===== config.mk =====
export PLATFORM = sky130hd
export DESIGN_NAME = fht_control_gen
export DESIGN_NICKNAME = d
export VERILOG_FILES = /design/src/rtl/fht_gen_pkg.sv /design/src/rtl/fht_addr_delay.sv /design/src/rtl/fht_control_gen.sv
export SDC_FILE = /design/constraint.sdc
export NUM_CORES = 1
export LEC_CHECK = 0
export ABC_CLOCK_PERIOD_IN_PS = 8500
export CORE_MARGIN = 3
export CORE_UTILIZATION = 56
export DETAILED_ROUTE_END_ITERATION = 12
export PLACE_DENSITY_LB_ADDON = 0.2
export SYNTH_ARGS = -nofsm -noshare
export SYNTH_HDL_FRONTEND = slang
export SYNTH_SLANG_ARGS = --single-unit

===== constraint.sdc =====
create_clock -name iCLK -period 8.5 [get_ports iCLK]
set_input_delay 1.275 -clock iCLK [delete_from_list [all_inputs] [get_ports iCLK]]
set_output_delay 1.275 -clock iCLK [all_outputs]
set_load 0.02 [all_outputs]

===== src/rtl/fht_gen_pkg.sv =====
// Shared types and helpers for the parametrised FHT stage sequencer.
package fht_gen_pkg;

    typedef enum logic [1:0] {IDLE, RUN, NEXT} fsm_t;

    localparam int N_LOG2_DEF   = 10;
    localparam int PIPE_LAT_DEF = 2;

    function automatic int depth_of(input int n_log2);
        return 1 << (n_log2 - 2);
    endfunction

    function automatic int stage_len(input int n_log2, input int lat);
        return depth_of(n_log2) + lat + 1;
    endfunction

    // Reverse the low w bits of v: mirror all 16 bits, then drop the unused tail.
    function automatic logic [15:0] bitrev(input logic [15:0] v, input int w);
        logic [15:0] r;
        for (int i = 0; i < 16; i++) r[i] = v[15-i];
        return r >> (16 - w);
    endfunction

endpackage


===== src/rtl/fht_addr_delay.sv =====
// Butterfly-latency delay line for the lane-0 counter and the second-half flag.
module fht_addr_delay #(
    parameter int W   = 8,
    parameter int LAT = 2
) (
    input  logic         iCLK,
    input  logic         iRESET,
    input  logic [W-1:0] cnt,
    input  logic         half,
    output logic [W-1:0] cnt_dly,
    output logic         half_dly
);

    logic [LAT-1:0][W:0] vld_pipe;

    always_ff @(posedge iCLK or posedge iRESET) begin
        if (iRESET) begin
            vld_pipe <= '0;
        end else begin
            vld_pipe[0] <= {half, cnt};
            for (int i = 1; i < LAT; i++) vld_pipe[i] <= vld_pipe[i-1];
        end
    end

    assign {half_dly, cnt_dly} = vld_pipe[LAT-1];

endmodule


===== src/rtl/fht_control_gen.sv =====
// Radix-2 FHT stage sequencer over four DEPTH-deep banks.
// Optional FHT_ABORT_EN adds iABORT to drop a run back to IDLE.
module fht_control_gen
    import fht_gen_pkg::*;
#(
    parameter int N_LOG2   = N_LOG2_DEF,
    parameter int PIPE_LAT = PIPE_LAT_DEF,
    parameter int A_BIT    = N_LOG2 - 2
) (
    input  logic             iCLK,
    input  logic             iRESET,
    input  logic             iSTART,
`ifdef FHT_ABORT_EN
    input  logic             iABORT,
`endif
    output logic             oRDY,
    output logic             oBUSY,
    output logic             oST_ZERO,
    output logic             oST_LAST,
    output logic             o2ND_PART_SUBSEC,
    output logic [A_BIT-1:0] oSECTOR,
    output logic [3:0]       oSTAGE,
    output logic [A_BIT-1:0] oADDR_RD_0,
    output logic [A_BIT-1:0] oADDR_RD_1,
    output logic [A_BIT-1:0] oADDR_RD_2,
    output logic [A_BIT-1:0] oADDR_RD_3,
    output logic [A_BIT-1:0] oADDR_WR_0,
    output logic [A_BIT-1:0] oADDR_WR_1,
    output logic [A_BIT-1:0] oADDR_WR_2,
    output logic [A_BIT-1:0] oADDR_WR_3,
    output logic [A_BIT-1:0] oADDR_COEF,
    output logic             oWE_A,
    output logic             oWE_B,
    output logic             oSOURCE_DATA
);

    localparam int             DEPTH  = 1 << A_BIT;
    localparam int             TW     = A_BIT + 4;
    localparam logic [TW-1:0]  T_LAST = TW'(DEPTH + PIPE_LAT - 1);
    localparam logic [3:0]     S_LAST = 4'(N_LOG2 - 1);

    fsm_t            state, state_nxt;
    logic [3:0]      stage, stage_nxt;
    logic [TW-1:0]   t, t_nxt;
    logic            src, src_nxt;
    logic            rdy, we_a, we_b;

    logic            run_n, rd_win, wr_win, half_in, d_half;
    logic [3:0]      sh;
    logic [A_BIT:0]  div;
    logic [A_BIT-1:0] msk, hlf, rc, refl, d_cnt;
    logic [A_BIT-1:0] rd1_n, wr0_n, wr1_n, sec_n, coef_n;
    logic            we_a_n, we_b_n, half_n;
    logic [15:0]     rev;

    always_comb begin
        state_nxt = state;
        stage_nxt = stage;
        t_nxt     = t;
        src_nxt   = src;
        case (state)
            IDLE: begin
                stage_nxt = '0;
                t_nxt     = '0;
                src_nxt   = 1'b0;
                if (iSTART) state_nxt = RUN;
            end
            RUN: begin
                if (t == T_LAST) begin
                    state_nxt = NEXT;
                    t_nxt     = '0;
                end else begin
                    t_nxt = t + 1'b1;
                end
            end
            NEXT: begin
                t_nxt = '0;
                if (stage == S_LAST) begin
                    state_nxt = IDLE;
                    stage_nxt = '0;
                    src_nxt   = 1'b0;
                end else begin
                    state_nxt = RUN;
                    stage_nxt = stage + 1'b1;
                    src_nxt   = ~src;
                end
            end
            default: state_nxt = IDLE;
        endcase
`ifdef FHT_ABORT_EN
        // Abort wins over the stage/run completion decode above.
        if (iABORT && state != IDLE) begin
            state_nxt = IDLE;
            stage_nxt = '0;
            t_nxt     = '0;
            src_nxt   = 1'b0;
        end
`endif
    end

    // Everything below is evaluated on next-cycle values so each output flop
    // lines up with the stage timer it is derived from.
    always_comb begin
        run_n  = (state_nxt == RUN);
        sh     = (stage_nxt <= 4'd1) ? 4'(A_BIT) : 4'(A_BIT + 1) - stage_nxt;
        div    = {{A_BIT{1'b0}}, 1'b1} << sh;
        msk    = div[A_BIT-1:0] - A_BIT'(1);
        hlf    = div[A_BIT:1];
        rd_win = run_n && (t_nxt < TW'(DEPTH));
        wr_win = run_n && (t_nxt >= TW'(PIPE_LAT)) && (t_nxt < TW'(DEPTH + PIPE_LAT));
        rc     = rd_win ? t_nxt[A_BIT-1:0] : '0;
        refl   = (rc & ~msk) | ((div[A_BIT-1:0] - (rc & msk)) & msk);
        rd1_n  = (stage_nxt == 4'd0) ? rc : refl;
        half_in = rd_win && (stage_nxt != 4'd0) && |(rc & hlf);

        sec_n = '0;
        if (run_n) sec_n = rd_win ? (rc >> sh) : oSECTOR;
        rev    = bitrev(16'(oSECTOR), A_BIT);
        coef_n = (run_n && stage_nxt != 4'd0 && t_nxt != '0) ? rev[A_BIT-1:0] : '0;

        wr0_n = wr_win ? d_cnt : '0;
        wr1_n = '0;
        if (wr_win)
            wr1_n = (stage_nxt == 4'd0 || stage_nxt == S_LAST) ? d_cnt : (d_cnt ^ hlf);
        we_b_n = wr_win & ~stage_nxt[0];
        we_a_n = wr_win & stage_nxt[0];
        half_n = wr_win & d_half;
    end

    fht_addr_delay #(
        .W   (A_BIT),
        .LAT (PIPE_LAT)
    ) u_dly (
        .iCLK     (iCLK),
        .iRESET   (iRESET),
        .cnt      (rc),
        .half     (half_in),
        .cnt_dly  (d_cnt),
        .half_dly (d_half)
    );

    always_ff @(posedge iCLK or posedge iRESET) begin
        if (iRESET) begin
            state            <= IDLE;
            stage            <= '0;
            t                <= '0;
            src              <= 1'b0;
            rdy              <= 1'b1;
            oSECTOR          <= '0;
            oADDR_RD_0       <= '0;
            oADDR_RD_1       <= '0;
            oADDR_WR_0       <= '0;
            oADDR_WR_1       <= '0;
            oADDR_COEF       <= '0;
            we_a             <= 1'b0;
            we_b             <= 1'b0;
            o2ND_PART_SUBSEC <= 1'b0;
        end else begin
            state            <= state_nxt;
            stage            <= stage_nxt;
            t                <= t_nxt;
            src              <= src_nxt;
            rdy              <= (state_nxt == IDLE);
            oSECTOR          <= sec_n;
            oADDR_RD_0       <= rc;
            oADDR_RD_1       <= rd1_n;
            oADDR_WR_0       <= wr0_n;
            oADDR_WR_1       <= wr1_n;
            oADDR_COEF       <= coef_n;
            we_a             <= we_a_n;
            we_b             <= we_b_n;
            o2ND_PART_SUBSEC <= half_n;
        end
    end

    assign oRDY         = rdy;
    assign oBUSY        = ~rdy;
    assign oSTAGE       = stage;
    assign oSOURCE_DATA = src;
    assign oST_ZERO     = (state != IDLE) && (stage == 4'd0);
    assign oST_LAST     = (state != IDLE) && (stage == S_LAST);
    assign oADDR_RD_2   = oADDR_RD_0;
    assign oADDR_RD_3   = oADDR_RD_1;
    assign oADDR_WR_2   = oADDR_WR_0;
    assign oADDR_WR_3   = oADDR_WR_1;

`ifdef FHT_ABORT_EN
    // Kill the write strobes in the abort cycle itself.
    assign oWE_A = we_a & ~iABORT;
    assign oWE_B = we_b & ~iABORT;
`else
    assign oWE_A = we_a;
    assign oWE_B = we_b;
`endif

endmodule


### Word-level counts from Yosys, hierarchy flattened

Index checks and enable logic that the tools add are counted.

| storage, ports and cells | value |
|---|---|
| memories kept | 0 |
| RAM bits | 0 |
| latch bits | 0 |
| memory bits (read-only) | 0 |
| flip-flop bits (word level) | 89 |
| word-level logic and storage cells | 86 |
| output and inout port bits | 92 |

| operators by class | value |
|---|---|
| bitwise operators | 13 |
| shift-type cells | 2 |
| muxes and demuxes | 19 |
| $mul | 0 |
| reduce and logical (&&, ||, !) cells | 20 |
| equality and inequality tests | 7 |
| $lt $le $gt $ge | 4 |
| div/mod/pow operators | 0 |
| add/subtract/negate cells | 5 |

Operators by type and width:

| operator | count |
|---|---|
| $mux W8 | 8 |
| $and A8 B8 Y8 | 4 |
| $lt A12 B9 Y1 const B | 2 |
| $pmux W12 S2 | 1 |
| $add A12 B1 Y12 const B | 1 |
| $eq A12 B9 Y1 const B | 1 |
| $ge A12 B2 Y1 const B | 1 |
| $mux W12 | 1 |
| $reduce_bool A12 Y1 | 1 |
| $logic_and A1 B1 Y1 | 9 |
| $shl A1 B4 Y9 const A | 1 |
| $eq A4 B4 Y1 const B | 2 |
| $logic_not A4 Y1 | 2 |
| $mux W4 | 2 |
| $not A8 Y8 | 1 |
| $or A8 B8 Y8 | 1 |
| $pmux W4 S2 | 1 |
| $reduce_or A8 Y1 | 1 |
| $shr A8 B4 Y8 | 1 |
| $sub A8 B1 Y8 const B | 1 |
| $sub A8 B8 Y8 | 1 |
| $xor A8 B8 Y8 | 1 |
| $pmux W2 S3 | 1 |
| $add A4 B1 Y4 const B | 1 |
| other kinds (15) | 24 |

### Logic depth before layout (Yosys ltp)

Gate-level depths: netlist (run 1).

| depth | value |
|---|---|
| depth after elaboration | 12 |
| mapped depth | 24 |
| depth with buffers taken out | 22 |

### Modules after synthesis

Synthesis (run 1) repeated with hierarchy kept, for this count alone.

| unflattened totals | value |
|---|---|
| cells, all modules | 513 |
| area total of the unflattened synthesis | 4992.3 µm² |

Modules (own cells, without submodules):

| module | instances | sequential area each (µm²) | cells an instance | area each (µm²) |
|---|---|---|---|---|
| fht_control_gen | 1 | 1752.9 | 486 | 4478.0 |
| fht_addr_delay | 1 | 450.4 | 27 | 514.2 |

### Least setup slack after synthesis (run 1)

OpenSTA, ideal clock, no wires.

| path | value |
|---|---|
| kind | register to register |
| start point | reg stage[0], in the netlist oSTAGE[0] |
| end point | reg oADDR_RD_1[4] |
| cell stages (with the launch flop) | 22 |
| buffers on the path | 2 |
| arrival | 4.829 ns |
| slack | 3.592 ns |
| library setup time | 0.079 ns |
| data required time | 8.421 ns |
| cell sequence | dfrtp_1 > ha_1 > nand3b_1 > a32o_1 > inv_1 > clkbuf_1 > clkbuf_1 > ha_1 > inv_1 > a31o_2 > o21a_1 > nor2_1 > nand3_1 > ha_1 > or3_1 > inv_1 > fa_1 > nand3_1 > o221a_1 > or4_1 > a21oi_1 > xor2_1 |

| on the way | value |
|---|---|
| longest elaborated chain between the ends | 12 |
| elaborated cells on any way between the ends | 22 |

Ends and longest elaborated chain:

| what | line | source |
|---|---|---|
| from (decl) | fht_control_gen.sv:43 | `logic [3:0] stage, stage_nxt;` |
| from (signal assigned) | fht_control_gen.sv:160 | `stage <= stage_nxt;` |
| $add A4 B1 Y4 / $eq A4 B4 Y1 (equally long branches) | fht_control_gen.sv:84, fht_control_gen.sv:78 |  |
| $mux W4 | fht_control_gen.sv:78 | `if (stage == S_LAST) begin` |
| $pmux W4 S2 | fht_control_gen.sv:61 | `case (state)` |
| $sub A4 B4 Y4 / $le A4 B1 Y1 (equally long branches) | fht_control_gen.sv:105 | `sh = (stage_nxt <= 4'd1) ? 4'(A_BIT) : 4'(A_BIT + 1) - stage_nxt;` |
| $mux W4 | fht_control_gen.sv:105 |  |
| $shl A1 B4 Y9 | fht_control_gen.sv:106 | `div = {{A_BIT{1'b0}}, 1'b1} << sh;` |
| $sub A8 B1 Y8 | fht_control_gen.sv:107 | `msk = div[A_BIT-1:0] - A_BIT'(1);` |
| $and A8 B8 Y8 | fht_control_gen.sv:112 | `refl = (rc & ~msk) \| ((div[A_BIT-1:0] - (rc & msk)) & msk);` |
| $sub A8 B8 Y8 | fht_control_gen.sv:112 |  |
| $and A8 B8 Y8 | fht_control_gen.sv:112 |  |
| $or A8 B8 Y8 | fht_control_gen.sv:112 |  |
| $mux W8 * | fht_control_gen.sv:113 | `rd1_n = (stage_nxt == 4'd0) ? rc : refl;` |
| named net rd1_n[4] | fht_control_gen.sv:52 | `logic [A_BIT-1:0] rd1_n, wr0_n, wr1_n, sec_n, coef_n;` |
| to (signal assigned) | fht_control_gen.sv:166 | `oADDR_RD_1 <= rd1_n;` |
| to (decl) | fht_control_gen.sv:24 | `output logic [A_BIT-1:0] oADDR_RD_1,` |

The timed path passes the listed nets; every way through them passes the cells marked *.
A chain may end at the register's enable or synchronous reset.

### Worst setup path after layout (run 1)

| path | value |
|---|---|
| start point | reg state[0] |
| end point | reg oADDR_RD_1[6] |

| on the way | value |
|---|---|
| longest elaborated chain between the ends | 11 |
| elaborated cells on any way between the ends | 26 |

Ends and longest elaborated chain:

| what | line | source |
|---|---|---|
| from (decl) | fht_control_gen.sv:42 | `fsm_t state, state_nxt;` |
| from (signal assigned) | fht_control_gen.sv:159 | `state <= state_nxt;` |
| $eq A2 B2 Y1 / $logic_not A2 Y1 (equally long branches) | fht_control_gen.sv:61 |  |
| $pmux W4 S2 / $reduce_or A2 Y1 (equally long branches) | n/a |  |
| $sub A4 B4 Y4, or another cell as far along | fht_control_gen.sv:105 |  |
| $mux W4 / $lt A12 B9 Y1 (equally long branches) | fht_control_gen.sv:105, fht_control_gen.sv:109 |  |
| $shl A1 B4 Y9 / $logic_and A1 B1 Y1 (equally long branches) | fht_control_gen.sv:106, fht_control_gen.sv:109 |  |
| $sub A8 B1 Y8 / $mux W8 (equally long branches) | fht_control_gen.sv:107, fht_control_gen.sv:111 |  |
| $and A8 B8 Y8 | fht_control_gen.sv:112 |  |
| $sub A8 B8 Y8 | fht_control_gen.sv:112 |  |
| $and A8 B8 Y8 | fht_control_gen.sv:112 |  |
| $or A8 B8 Y8 | fht_control_gen.sv:112 |  |
| $mux W8 * | fht_control_gen.sv:113 |  |
| named net rd1_n[6] | fht_control_gen.sv:52 |  |

Marks and branches as above.

==> results of run 1 <==
==> cell usage after synthesis (2+ instances only) <==
library cell  number  area share
a211oi_1           2      0.0033
a21boi_0           2      0.0033
a21o_1             2      0.0033
a21oi_1           17       0.019
a22o_1             2      0.0039
a311oi_1           2      0.0039
a31o_2             3      0.0058
a31oi_1            3      0.0042
a32o_1             2      0.0044
a32oi_1            2      0.0039
and2_1            21       0.029
and3_2             2      0.0033
buf_2              2      0.0022
buf_4             43       0.071
buf_6              4       0.010
clkbuf_1           9      0.0075
dfrtp_1           79        0.44
ha_1              11       0.030
inv_1             29       0.024
mux2_2             2      0.0050
mux2i_1            3      0.0066
nand2_1           40       0.033
nand2b_1           4      0.0055
nand3_1           23       0.025
nand3b_1           2      0.0033
nand4_1            5      0.0069
nand4_2            2      0.0055
nand4b_1           2      0.0039
nor2_1            42       0.035
nor2b_1            2      0.0028
nor3_1            12       0.013
nor3_2             2      0.0044
nor4_1             7      0.0097
o2111ai_1          2      0.0039
o211ai_1           3      0.0050
o21a_1             6       0.010
o21ai_0           15       0.017
o311a_1            2      0.0044
or2_2              2      0.0028
or3_1              5      0.0069
xnor2_1            8       0.015
xor2_1             9       0.017
==> cells by family after synthesis <==
| group | synth area share |
|---|---|
| AND/OR/NAND/NOR | 0.214 |
| XOR/XNOR | 0.0329 |
| flip-flops | 0.443 |
| multiplexers | 0.0116 |
| buffers and inverters | 0.116 |
| AO/OA/AOI/OAI | 0.148 |
| adder cells (fa/ha/maj) | 0.0349 |
==> worst max path at each step <==
stage,cells after the start,slack (ps),end,start
after floorplan,21,3590,oADDR_RD_1[4],oSTAGE[0]
after global placement,18,3230,oADDR_RD_1[4],state[0]
after detailed placement,18,3020,oADDR_RD_1[6],state[0]
after CTS,18,2980,oADDR_RD_1[6],state[0]
after global routing,18,2420,oADDR_RD_1[4],state[0]
final,18,2890,oADDR_RD_1[6],state[0]
==> layer usage <==
layer | track usage | up-vias
met5 | 0 | -
met4 | 0.121 | 0
met3 | 0.0367 | 29
met2 | 0.397 | 152
met1 | 0.324 | 1764
li1 | - | 1700
==> where the power goes <==
| group | internal (mW) | total [mW] | switching (mW) |
|---|---|---|---|
| clock network | 0.175 | 0.315 | 0.140 |
| registers | 0.380 | 0.380 | 0 |
| logic | 0.00119 | 0.00836 | 0.00717 |
| total | 0.556 | 0.703 | 0.147 |
==> worst register-to-register path: stages (launching register included) <==
cell     delay (ps)
dfrtp_1         760
and2b_1         290
a32o_1          430
inv_1           560
ha_1            250
inv_1            60
a31o_2          270
o21a_1          190
nor2_1          270
nand3_1         220
ha_1            390
or3_1           410
inv_1           100
fa_1            230
nand3_1          90
o221a_1         280
o311a_1         310
o21a_1          170
o31ai_1         250
==> sequential cells by signal, summed over array words and instances (netlist names) <==
| signal | count |
|---|---|
| oADDR_RD_1 | 8 |
| oADDR_WR_0 | 8 |
| oWE_A | 1 |
| oSOURCE_DATA | 1 |
| oADDR_WR_1 | 8 |
| o2ND_PART_SUBSEC | 1 |
| u_dly.half_dly | 1 |
| t | 12 |
| oRDY | 1 |
| oSECTOR | 8 |
| u_dly.vld_pipe | 8 |
| u_dly.cnt_dly | 8 |
| oWE_B | 1 |
| state | 2 |
| oSTAGE | 4 |
| oADDR_COEF | 8 |
==> layout make-up <==
cell class | count | area share
Clock inverter | 6 | 0.0169
Tap cell | 102 | 0.0235
Clock buffer | 10 | 0.0254
Timing Repair Buffer | 96 | 0.176
Multi-Input combinational cell | 303 | 0.368
Inverter | 29 | 0.0203
Sequential cell | 80 | 0.370
==> metrics, run 1 <==
cts bufs inserted=9; vias per inst=5.82; most used cell, CP=inv_1; Clock Sinks=80; area of the multi-input gates=1990 µm²; final setup fails=0; Final Hold Vio Count=0; FMAX=178 MHz; Hold Buf Count CTS=0; R2R setup slack=2890 ps; Final Skew=8.77 ps; commonest non-fill, non-tap cells in the layout=clkdlybuf4s50_1 (94), dfrtp_1 (79), nor2_1 (42); register area=2000 µm²; Critical Path End Type=flop; max-slew violation count=0; Core ar.=7770 µm²; synthesized net count=486; asr flop ratio synth=1.00; Avg Inst Size Synth=9.60 µm²; diode count=0; slowest CP cell=dfrtp_1; peak fanout along the critical path=22; GR Util All Layers=0.246; DR DRC count=0; min cycle time layout=5610 ps; largest net degree at the start of global routing=81; crit-path cells=and2b_1 > a32o_1 > inv_1 > ha_1 > inv_1 > a31o_2 > o21a_1 > nor2_1 > nand3_1 > ha_1 > or3_1 > inv_1 > fa_1 > nand3_1 > o221a_1 > o311a_1 > o21a_1 > o31ai_1; PortBufs=94; fin area=5420 µm²; routed wl met2=5210 µm; WP data arrival=5860 ps; outcome=finished clean; IO Pins=95; first-pass GRT wire length=17300 µm; total power=703 µW; total die area=9190 µm²; Top Layer Used=met4; pre-CTS setup slack=3020 ps; cells after synthesis=471; synthesized area=4520 µm²; HP Start=u_dly.vld_pipe[8]; via count=3645; relative slew slack=0.204; DP Area=5190 µm²; R2R Path End=oADDR_RD_1[6]; post-cts resize count=0; layout cell share with drive strength beyond 1=0.0897; Hold Path Stages=0; Max-Cap Viols=0; CP Buf/Inv Count=3; Util after Layout=0.698; RSZ-0062 raised after global routing=no; CTS Root Cell=clkbuf_8; Yosys reg bits=80; most common cell after layout, fill and taps aside=clkdlybuf4s50_1; placed insts=610; Clock Latency Late Sink=360 ps; wire per inst=17.1 µm; WP data required=8750 ps; Final #Nets=534; dpl hpwl=8000 µm; startpoint types=flop; Clock Path Buffers=2; filler cell count=643; Post-Layout Cell Count=626; Least-Margin Pin Slew=1180 ps; GRT overflow=0; CTS tree=built; Post-synth top flop=dfrtp_1; worst min path class=flop to flop; TritonRoute pass-1 iters=5; Seq/Total Area, Yosys=0.443; number of routed nets with antenna violations=0; die height=95.9 µm; WL met3=709 µm; starting density of the core=0.582; number of antenna violations at the first check in global routing=0; Rows=32; die width=95.9 µm; EDFF count, synth=0; final setup TNS=0 ps; initial DRC count=291; critical path class=flop to flop; Clock transition at path regs=80 ps; crit-path max cell delay=760 ps; CTS HTree Levels=3; Pwr Density=130 nW/µm²; Min-Delay Endpoint=u_dly.half_dly; Pleak=2.35 nW; VDD IR max=0.000129 V; vias in the first global route=3510; drt total wl=10700 µm; Yosys cell types=76; Metal-1 WL=4490 µm; PnR worst setup slack=2890 ps; hold_ws=354 ps; delay-heaviest family, CP=compound AO/OA/AOI/OAI gates; area grow syn2layout=19.9%; Yosys Warn Count=0; r2r startpoint=state[0]; final period utilization=0.660; Final GP Congestion=0.927; Worst R2R Path Depth=18; post-CTS setup repair buffer count=0
(Power assumes the default switching activity.)
==> run 2, diff against run 1 <==
- ABC_CLOCK_PERIOD_IN_PS: 8500 -> 4610
- CORE_UTILIZATION: 56 -> 47
- clock period: 8.5 -> 4.61 ns (I/O delays scaled with it)
==> metrics, run 2 (same netlist as run 1, synthesis figures left out) <==
placed insts=650; WP data arrival=4640 ps; Final #Nets=551; diode count=0; Clock Path Buffers=2; CTS tree=built; wire per inst=17.8 µm; final setup TNS=0 ps; FMAX=229 MHz; total die area=10800 µm²; max reg flops=12; CTS Root Cell=clkbuf_8; Rows=35; CP Buf/Inv Count=4; Clock Sinks=80; Least-Margin Pin Slew=994 ps; min cycle time layout=4360 ps; WP data required=4890 ps; Final Hold Vio Count=0; via count=3817; Util after Layout=0.604; peak fanout along the critical path=8; delay-heaviest family, CP=simple AND/OR/NAND/NOR gates; IO Pins=95; die width=104 µm; commonest non-fill, non-tap cells in the layout=clkdlybuf4s50_1 (94), dfrtp_1 (77), nor2_1 (41); total power=1.25 mW; GR Util All Layers=0.221; crit-path cells=inv_1 > ha_2 > nand3b_1 > a32o_1 > inv_1 > ha_1 > inv_1 > a31o_2 > o21a_2 > nor2_2 > nand3_4 > ha_4 > or3_1 > inv_1 > fa_2 > nand3_1 > o221a_1 > or4_1 > a21oi_2 > xor2_1; Largest Register=t; Critical Path End Type=flop; final period utilization=0.946; number of antenna violations at the first check in global routing=0; startpoint types=flop; vias in the first global route=3761; Pleak=2.41 nW; Pwr Density=223 nW/µm²; area of the multi-input gates=2040 µm²; PortBufs=94; most used cell, CP=inv_1; VDD IR max=0.000123 V; Final Skew=9.47 ps; TritonRoute pass-1 iters=5; first-pass GRT wire length=19400 µm; critical path class=flop to flop; CTS HTree Levels=3; die height=104 µm; cts bufs inserted=9; dpl hpwl=8790 µm; GRT overflow=0; number of routed nets with antenna violations=0; drt total wl=11900 µm; crit-path max cell delay=440 ps; slowest CP cell=dfrtp_2; Final GP Congestion=0.972; Clock Latency Late Sink=360 ps; initial DRC count=243; outcome=finished clean; layout cell share with drive strength beyond 1=0.135; largest net degree at the start of global routing=42; filler cell count=825; max-slew violation count=0; relative slew slack=0.333; most common cell after layout, fill and taps aside=clkdlybuf4s50_1; register area=2010 µm²; Core ar.=9280 µm²; Post-Layout Cell Count=670; DR DRC count=0; starting density of the core=0.487; area grow syn2layout=24.0%; worst min path class=flop to flop; vias per inst=5.70; final setup fails=0; Clock transition at path regs=80 ps; Max-Cap Viols=0
[run 2: routing by layer]
layer  part of all wire  global-route usage  routed length (µm)  vias to the layer above
met1               0.41               0.278                4830                     1871
li1                   -                   -                   -                     1736
met4              0.026              0.0798                 305                        0
met2               0.50               0.378                5970                      184
met5                  0                   0                   0                        -
met3              0.067              0.0453                 802                       26
[run 2: worst paths after layout]
| check | to | slack (ps) | from | depth (start not counted) |
|---|---|---|---|---|
| setup / recovery | oADDR_RD_1[4] | 250 | oSTAGE[1] | 20 |
| hold / removal | u_dly.half_dly | 360 | u_dly.vld_pipe[8] | 0 |
| setup reg to reg | oADDR_RD_1[4] | 250 | oSTAGE[1] | 20 |
| hold reg to reg | u_dly.half_dly | 360 | u_dly.vld_pipe[8] | 0 |
| max in group asynchronous | oSECTOR[7] | 2940 | iRESET | 3 |
| min in group asynchronous | oADDR_WR_1[0] | 740 | iRESET | 2 |
[run 2: worst reg2reg max path: stages (launching register included)]
cell	delay (ps)
dfrtp_2	440
inv_1	100
ha_2	200
nand3b_1	130
a32o_1	300
inv_1	80
ha_1	150
inv_1	60
a31o_2	270
o21a_2	170
nor2_2	170
nand3_4	130
ha_4	260
or3_1	400
inv_1	90
fa_2	240
nand3_1	90
o221a_1	280
or4_1	420
a21oi_2	150
xor2_1	160
[run 2: area by class of cell]
class,instances,share of cell area
Tap cell,129,0.0288
Sequential cell,80,0.358
Clock buffer,11,0.0252
Clock inverter,5,0.0114
Inverter,29,0.0196
Multi-Input combinational cell,303,0.364
Timing Repair Buffer,113,0.193
[run 2: repair_timing]
item | in CTS | in global routing
setup endpoints to repair | 0 | 4
hold buffers | 0 | 0
gates resized for setup | 0 | 10
setup buffers | 0 | 4
[run 2: power by group]
group          total, mW  switching, mW  leakage [nW]  internal [mW]
Combinational     0.0157         0.0135          1.31        0.00220
Sequential         0.701              0          1.01          0.701
Clock              0.535          0.266         0.100          0.269
Total               1.25          0.280          2.41          0.972
[run 2: metrics by stage]
step	hold slack, ps	area [µm²]	setup slack (ps)
2_1_floorplan	331	4530	24.8
3_3_place_gp	335	5330	356
3_5_place_dp	361	5330	125
4_1_cts	370	5530	84.5
5_1_grt	371	5610	-23.7
6_report	364	5610	248
==> run 3, diff against run 2 <==
- SETUP_SLACK_MARGIN: unset -> 0.4
==> metrics, run 3 (same netlist as run 1, synthesis figures left out) <==
first-pass GRT wire length=19700 µm; critical path class=flop to flop; crit-path max cell delay=440 ps; TritonRoute pass-1 iters=5; Final Skew=13.8 ps; delay-heaviest family, CP=compound AO/OA/AOI/OAI gates; startpoint types=flop; hold_ws=370 ps; total die area=10800 µm²; number of routed nets with antenna violations=0; Pwr Density=221 nW/µm²; PortBufs=94; Final #Nets=556; via count=3715; HP Start=u_dly.vld_pipe[8]; Max-Cap Viols=0; slowest CP cell=dfrtp_2; final setup TNS=0 ps; total power=1.26 mW; die width=104 µm; WP data arrival=4350 ps; placed insts=649; area grow syn2layout=25.7%; CTS HTree Levels=3; max reg flops=12; layout cell share with drive strength beyond 1=0.168; diode count=0; Least-Margin Pin Slew=900 ps; most common cell after layout, fill and taps aside=clkdlybuf4s50_1; final period utilization=0.881; Clock Path Buffers=2; RSZ-0062 raised after global routing=yes; Clock transition at path regs=90 ps; relative slew slack=0.396; crit-path cells=buf_4 > inv_2 > ha_1 > a32o_2 > inv_2 > ha_4 > inv_2 > a31o_4 > o21a_1 > nor2_2 > nand3_2 > ha_4 > or3_4 > ha_1 > a211oi_1 > o41ai_2 > buf_4 > a41oi_2 > xor2_1; CTS tree=built; FMAX=246 MHz; most used cell, CP=inv_2; CTS Root Cell=clkbuf_8; Clock Latency Late Sink=370 ps; final setup fails=0; Clock Sinks=80; Core ar.=9280 µm²; WP data required=4900 ps; Final GP Congestion=0.958; vias in the first global route=3784; drt total wl=11800 µm; largest net degree at the start of global routing=43; outcome=finished clean; PnR worst setup slack=547 ps; die height=104 µm; starting density of the core=0.487; GRT overflow=0; max-slew violation count=0; VDD IR max=0.000173 V; vias per inst=5.50; dpl hpwl=8920 µm; wire per inst=17.5 µm; Rows=35; DR DRC count=0; number of antenna violations at the first check in global routing=0; worst min path class=flop to flop; Largest Register=t; commonest non-fill, non-tap cells in the layout=clkdlybuf4s50_1 (94), dfrtp_1 (76), nor2_1 (41); cts bufs inserted=9; GR Util All Layers=0.226; pre-CTS setup slack=256 ps; IO Pins=95; Critical Path End Type=flop; min cycle time layout=4060 ps; Post-Layout Cell Count=675; Final Hold Vio Count=0; peak fanout along the critical path=8; Pleak=2.45 nW; CP Launch Point=oSTAGE[0]; initial DRC count=205; CP Buf/Inv Count=5; r2r startpoint=oSTAGE[0]
==> run 3: cell types whose count changed in the layout (fill, tap and decap cells not counted), moves of 2 or more <==
cell      before  now
ha_4           1    3
buf_4         19   24
inv_2          0    5
nand3_2        0    2
clkinv_2       1    3
inv_1         28   22
==> run 3: cell type report <==
class / instances / area (µm²)
fillers: 815 / 3600
multi-input cells: 303 / 2080
flip-flops and latches: 80 / 2010
repair buffers: 118 / 1120
well taps: 129 / 161
clock buffers: 9 / 124
inverters: 29 / 113
clock inverters: 7 / 77.6
==> run 3: final timing paths <==
check	endpoint	slack, ps	cells after the start
worst max-delay path	oADDR_RD_1[7]	550	19
worst min-delay path	u_dly.half_dly	370	0
min in group asynchronous	u_dly.vld_pipe[3]	720	2
max in group asynchronous	oSTAGE[1]	2930	3
worst min register to register	u_dly.half_dly	370	0
worst max register to register	oADDR_RD_1[7]	550	19
==> run 3: per-stage QoR <==
stage / util / area (µm²)
2_1_floorplan: - / 4620
4_1_cts: 0.605 / 5610
3_5_place_dp: 0.580 / 5390
3_3_place_gp: 0.580 / 5390
6_report: 0.612 / 5690
5_1_grt: 0.612 / 5690
==> run 3: what timing repair did <==
item | in CTS | in global routing
pin swaps | 1 | 11
setup endpoints to repair | 2 | 4
gates resized for setup | 3 | 6
setup buffers | 2 | 8
hold buffers | 0 | 0
==> run 3: routing by layer <==
metal,track usage,share of wire,up-vias
li1,-,-,1745
met1,0.283,0.42,1813
met2,0.381,0.49,133
met3,0.0509,0.057,24
met4,0.0855,0.027,0
met5,0,0,-
==> run 3: power by group <==
part	internal (mW)	switching (mW)	total, mW
Combinational	0.00220	0.0135	0.0157
Clock	0.257	0.282	0.538
Sequential	0.701	0	0.701
